[config.mk]
export PLATFORM = sky130hd
export DESIGN_NAME = fifo_write_arbiter
export DESIGN_NICKNAME = d
export VERILOG_FILES = /design/src/rtl/fifo_write_arbiter.sv
export SDC_FILE = /design/constraint.sdc
export NUM_CORES = 1
export LEC_CHECK = 0
export CORE_UTILIZATION = 32
export DETAILED_ROUTE_END_ITERATION = 7
export PLACE_DENSITY = 0.79
export SLEW_MARGIN = 20
export SYNTH_ARGS = -nofsm -noshare
export SYNTH_HDL_FRONTEND = slang
export SYNTH_SLANG_ARGS = --single-unit
[constraint.sdc]
create_clock -name clk_i -period 1.7 [get_ports clk_i]
set_input_delay 0.34 -clock clk_i [delete_from_list [all_inputs] [get_ports clk_i]]
set_output_delay 0.34 -clock clk_i [all_outputs]
set_load 0.03 [all_outputs]
[src/rtl/fifo_write_arbiter.sv]
// Round-robin, burst-locking arbiter sharing one FIFO write port among several producers.
// Every pushed word carries its source index so the read side can demultiplex.
module fifo_write_arbiter #(
    parameter int NumRequesters = 4,
    parameter int Width         = 8,
    parameter int MaxBurst      = 16,
    localparam int IdxWidth     = $clog2(NumRequesters)
) (
    input  logic                            clk_i,
    input  logic                            rst_i,
    input  logic [NumRequesters-1:0]        req_valid_i,
    input  logic [NumRequesters-1:0]        req_last_i,
    input  logic [NumRequesters*Width-1:0]  req_data_i,
    output logic [NumRequesters-1:0]        req_ready_o,
    output logic                            grant_valid_o,
    output logic [IdxWidth-1:0]             grant_idx_o,
    output logic                            fifo_write_req_o,
    input  logic                            fifo_write_valid_i,
    output logic [IdxWidth+Width-1:0]       fifo_data_o
);

    localparam int CntWidth = $clog2(MaxBurst + 1);

    typedef enum logic {
        IDLE,
        GRANTED
    } state_t;

    state_t                state_q;
    logic [IdxWidth-1:0]   grant_q;
    logic [IdxWidth-1:0]   last_grant_q;
    logic [CntWidth-1:0]   beat_cnt_q;

    logic [IdxWidth-1:0]   cand;
    logic [IdxWidth-1:0]   next_grant;
    logic                  next_found;
    logic                  granted;
    logic                  transfer;
    logic                  burst_end;

    function automatic logic [IdxWidth-1:0] wrap_idx(input int base, input int offset);
        return IdxWidth'((base + offset) % NumRequesters);
    endfunction

    // Search upward from the requester after the previous winner, wrapping once.
    always_comb begin
        // NOTE: every variable gets a default before any branch so no latch is inferred.
        cand       = '0;
        next_grant = '0;
        next_found = 1'b0;
        for (int i = 1; i <= NumRequesters; i++) begin
            cand = wrap_idx(int'(last_grant_q), i);
            if (!next_found && req_valid_i[cand]) begin
                next_found = 1'b1;
                next_grant = cand;
            end
        end
    end

    // Reset also gates the outputs so nothing transfers during the reset cycle.
    assign granted = (state_q == GRANTED) && !rst_i;

    always_comb begin
        req_ready_o      = '0;
        grant_valid_o    = 1'b0;
        grant_idx_o      = '0;
        fifo_write_req_o = 1'b0;
        fifo_data_o      = '0;
        if (granted) begin
            grant_valid_o          = 1'b1;
            grant_idx_o            = grant_q;
            fifo_write_req_o       = req_valid_i[grant_q];
            req_ready_o[grant_q]   = fifo_write_valid_i;
            fifo_data_o            = {grant_q, req_data_i[int'(grant_q)*Width +: Width]};
        end
    end

    assign transfer  = fifo_write_req_o && fifo_write_valid_i;
    assign burst_end = req_last_i[grant_q] || (beat_cnt_q == CntWidth'(MaxBurst - 1));

    // NOTE: state registers use non-blocking assignments so all updates take effect together at the edge.
    always_ff @(posedge clk_i) begin
        if (rst_i) begin
            state_q      <= IDLE;
            grant_q      <= '0;
            last_grant_q <= IdxWidth'(NumRequesters - 1);
            beat_cnt_q   <= '0;
        end else begin
            case (state_q)
                IDLE: begin
                    if (next_found) begin
                        grant_q    <= next_grant;
                        beat_cnt_q <= '0;
                        state_q    <= GRANTED;
                    end
                end
                GRANTED: begin
                    if (transfer) begin
                        if (burst_end) begin
                            state_q      <= IDLE;
                            last_grant_q <= grant_q;
                            beat_cnt_q   <= '0;
                        end else begin
                            beat_cnt_q <= beat_cnt_q + CntWidth'(1);
                        end
                    end
                end
                default: state_q <= IDLE;
            endcase
        end
    end

endmodule

==> results of run 1 <==
[layer usage]
metal / up-vias / routed length (um)
li1: 514 / -
met1: 572 / 1660
met2: 78 / 2160
met3: 11 / 418
met4: 0 / 85
met5: - / 0
[tightest hold or removal path, cell delays in order]
cell and delay (ns):
dlymetal6s2s_1 0.11, buf_4 0.15, a21oi_1 0.05
[worst max-delay path by stage]
stage,end,slack [ns]
4_1_cts,fifo_data_o[2],-0.22
5_1_grt,fifo_data_o[4],-0.27
3_3_place_gp,beat_cnt_q[4]$_SDFFE_PP0P_,-0.39
2_1_floorplan,grant_idx_o[1],-0.07
6_report,fifo_data_o[4],-0.26
3_5_place_dp,beat_cnt_q[3]$_SDFFE_PP0P_,-0.45
[power breakdown]
| part | switching (mW) | internal [mW] | total, mW |
|---|---|---|---|
| logic | 0.306 | 0.371 | 0.676 |
| registers | 0.0257 | 0.256 | 0.281 |
| clock network | 0.0919 | 0.0821 | 0.174 |
| total | 0.423 | 0.708 | 1.13 |
[what timing repair did]
action | in CTS | in global routing
gates resized for setup | 40 | 26
buffers inserted | 1 | 5
endpoints found under the setup margin | 25 | 24
gates cloned | 0 | 1
pin swaps | 4 | 18
[logic make-up (layout without fill, tap and decap cells)]
group | count (synthesis) | after routing | synth area share [%]
and+or+nand+nor | 36 | 36 | 21.2
AOI/OAI and AO/OA | 19 | 19 | 15.8
muxes | 15 | 15 | 29.9
buffers and inverters | 13 | 93 | 6.64
DFF | 10 | 10 | 22.6
adders and majority gates | 2 | 2 | 2.82
xor gates and xnor gates | 1 | 1 | 0.989
[final cells by class]
class	count	area, um2
Sequential cell	10	210
Tap cell	30	37.5
Fill cell	159	651
Inverter	8	36.3
Clock buffer	3	22.5
Multi-Input combinational cell	73	779
Timing Repair Buffer	82	808
[metrics by stage]
step	TNS (ns)	area (um2)	utilization (%)	std cells	setup slack [ns]
3_5_place_dp	-5.59	1580	62.0	196	-0.448
4_1_cts	-1.91	1730	68.0	200	-0.218
2_1_floorplan	-0.337	896	-	96	-0.0738
6_report	-2.68	1890	74.4	206	-0.257
5_1_grt	-3.40	1890	74.4	206	-0.265
3_3_place_gp	-4.95	1580	62.0	196	-0.387
[sequential cells by signal, indices dropped and copies added (netlist names)]
signal and count:
last_grant_q 2, beat_cnt_q 5, state_q 1, grant_q 2
[layout by cell type (no fill, tap or decap), types with 2 or more instances in the layout]
master           count
clkdlybuf4s50_1     37
buf_4               23
buf_6               14
mux4_2               9
and2_4               9
inv_1                6
dfxtp_1              6
nor2_1               5
a21oi_1              5
mux2i_1              4
nand2_1              4
dlygate4sd2_1        4
nor3_2               3
clkbuf_4             3
nor2_4               2
nand2b_1             2
mux2_2               2
a21oi_2              2
o22ai_1              2
o21ai_1              2
or3_1                2
ha_4                 2
dfxtp_2              2
dfxtp_4              2
==> summary.md, run 1 <==
| Metric | Value |
|---|---|
| Ys Warns | `0` |
| Slowest Stage Delay on Critical Path | `around 0.51 ns` |
| Slew HR | `roughly 76%` |
| Top cells by count, synth | `10 x dfxtp_1, 9 x and2_1, 9 x mux4_2` |
| Met2 GRT Util | `42.4%` |
| # DRC | `0` |
| Critical Path Start | `req_data_i[12]` |
| Maxcap violations | `0` |
| Clk pin slew, worst setup/hold paths | `0.06 ns` |
| Mapped cell area | `between 800 and 900 um2` |
| Yosys cell types | `30` |
| Post-synthesis cell count | `between 90 and 100` |
| Largest net degree at the start of global routing | `15` |
| Max Fclk | `between 500 and 600 MHz` |
| Root buffer cell | `clkbuf_4` |
| Number of cells on the critical path | `4` |
| PortBufs | `60` |
| Vias per Instance | `between 5 and 6` |
| Met1 Track Usage GR | `just under 20%` |
| Net Count, Synth | `141` |
| Peak supply drop | `0.000404 V` |
| # IOs | `a little over 60` |
| Failing checks | `negative setup slack` |
| Initial Utilization | `a little over a third` |
| Seq/Total Area, Yosys | `approximately 23%` |
| DRT Pass-1 Iters | `4` |
| Worst hold-check path type | `input port to flip-flop` |
| Via count of the first global-routing pass | `between 1,000 and 1,500` |
| Minimum clock period | `~2.0 ns` |
| Post-synth top area cell | `mux4_2` |
| Final GP Congestion | `~0.81` |
| Grt ovf | `0` |
| Average cell area after synthesis | `9.23 um2` |
| Initial antenna violation count | `0` |
| Post-synth ARST share | `0%` |
| H-tree lvl count | `1` |
| Drt total wl | `about 4300 um` |
| CP startpoint kind | `input port` |
| Worst Path Arrival | `approximately 1.6 ns` |
| Synth top area share | `22.9%` |
| First-pass GRT wire length | `between 4000 and 5000 um` |
| TritonCTS buffer count | `3` |
| Area added between synthesis and finish | `114%` |
| RR Startpoint | `beat_cnt_q[0]$_SDFFE_PP0P_` |
| CP endpoint kind | `primary output` |
| Slowest-stage cell, CP | `mux4_2` |
| Clock latency on the worst-skew pair | `around 0.28 ns` |
| Tot GR Track Use | `a little over a fifth` |
| Fin worst setup slack | `-0.257 ns` |
| WL/cell | `21.0 um` |
| RSZ-0062 raised after global routing | `true` |
| Total power | `approximately 1.1 mW` |
| Initial DRC count | `31` |
| Final setup viols | `19` |
| Hold Path End | `grant_q[1]$_SDFFE_PP0P_` |
| Sinks on Clock Net | `10` |
| Busiest grt layer | `met2` |
| RR Endpoint | `beat_cnt_q[4]$_SDFFE_PP0P_` |
| Number of flops mapped to enable cells by yosys | `0` |
| Clock skew after layout | `0.0138 ns` |
| Reg2Reg Setup Slack | `-0.06 ns` |
| DIE AREA | `between 2000 and 3000 um2` |
| Core area | `2540 um2` |
| Final #Nets | `223` |
| Post-route ant nets | `0` |
| Hold Path Stages | `3` |
| Worst path bufs/invs | `2` |
| Slew Viols, Final | `0` |
| #FFs+latches synth | `10` |
| Most frequent cell after synthesis | `dfxtp_1` |
| GR Util met3 | `under 10%` |
| Status | `complete, but fails checks` |
| Crit path kind | `input port to primary output` |
| CTS Hold Bufs | `0` |
| WHS | `~0.42 ns` |
| Crit path required time | `1.36 ns` |
| CTS tree | `yes` |
| R2R depth | `7` |
| Dominant synthesized flop cell | `dfxtp_1` |
| Rows | `18` |
| Bufs on Longest Clock Path | `2` |
| CP Cell Sequence | `clkdlybuf4s50_1, mux4_2, and2_4, buf_6` |
| Die Ht | `~55 um` |
| Worst-Margin Slew | `roughly 0.36 ns` |
| DR vias | `1,175` |
| Final worst-path cycle share | `115%` |
| Power per cell area | `597 nW/um2` |
| Layout cells sized above 1 | `about 50%` |
| Top cells by area, synth | `mux4_2 23%, dfxtp_1 23%, and2_1 6.4%, mux2i_1 4.5%, a21oi_1 4.0%` |
| Diode count | `0` |
| HP Start | `rst_i` |
| Leak | `0.760 nW` |
| Largest delay contributor family on the critical path | `buffers and inverters` |
| Chip width | `around 55 um` |
| Final hold violation count | `0` |
| CP max FO | `1` |
| Post-DP HPWL | `~2400 um` |
Note: power is estimated with default switching activity, not from simulation.
==> inputs of run 2 (changes only) <==
--- a/config.mk
+++ b/config.mk
@@ -7,6 +7,7 @@
 export LEC_CHECK = 0
 export CORE_UTILIZATION = 32
 export DETAILED_ROUTE_END_ITERATION = 7
+export HOLD_SLACK_MARGIN = 0.03
 export PLACE_DENSITY = 0.79
 export SLEW_MARGIN = 20
 export SYNTH_ARGS = -nofsm -noshare
==> results of run 2 <==
No change in the layout: final DEF, timing and power equal those of run 1.
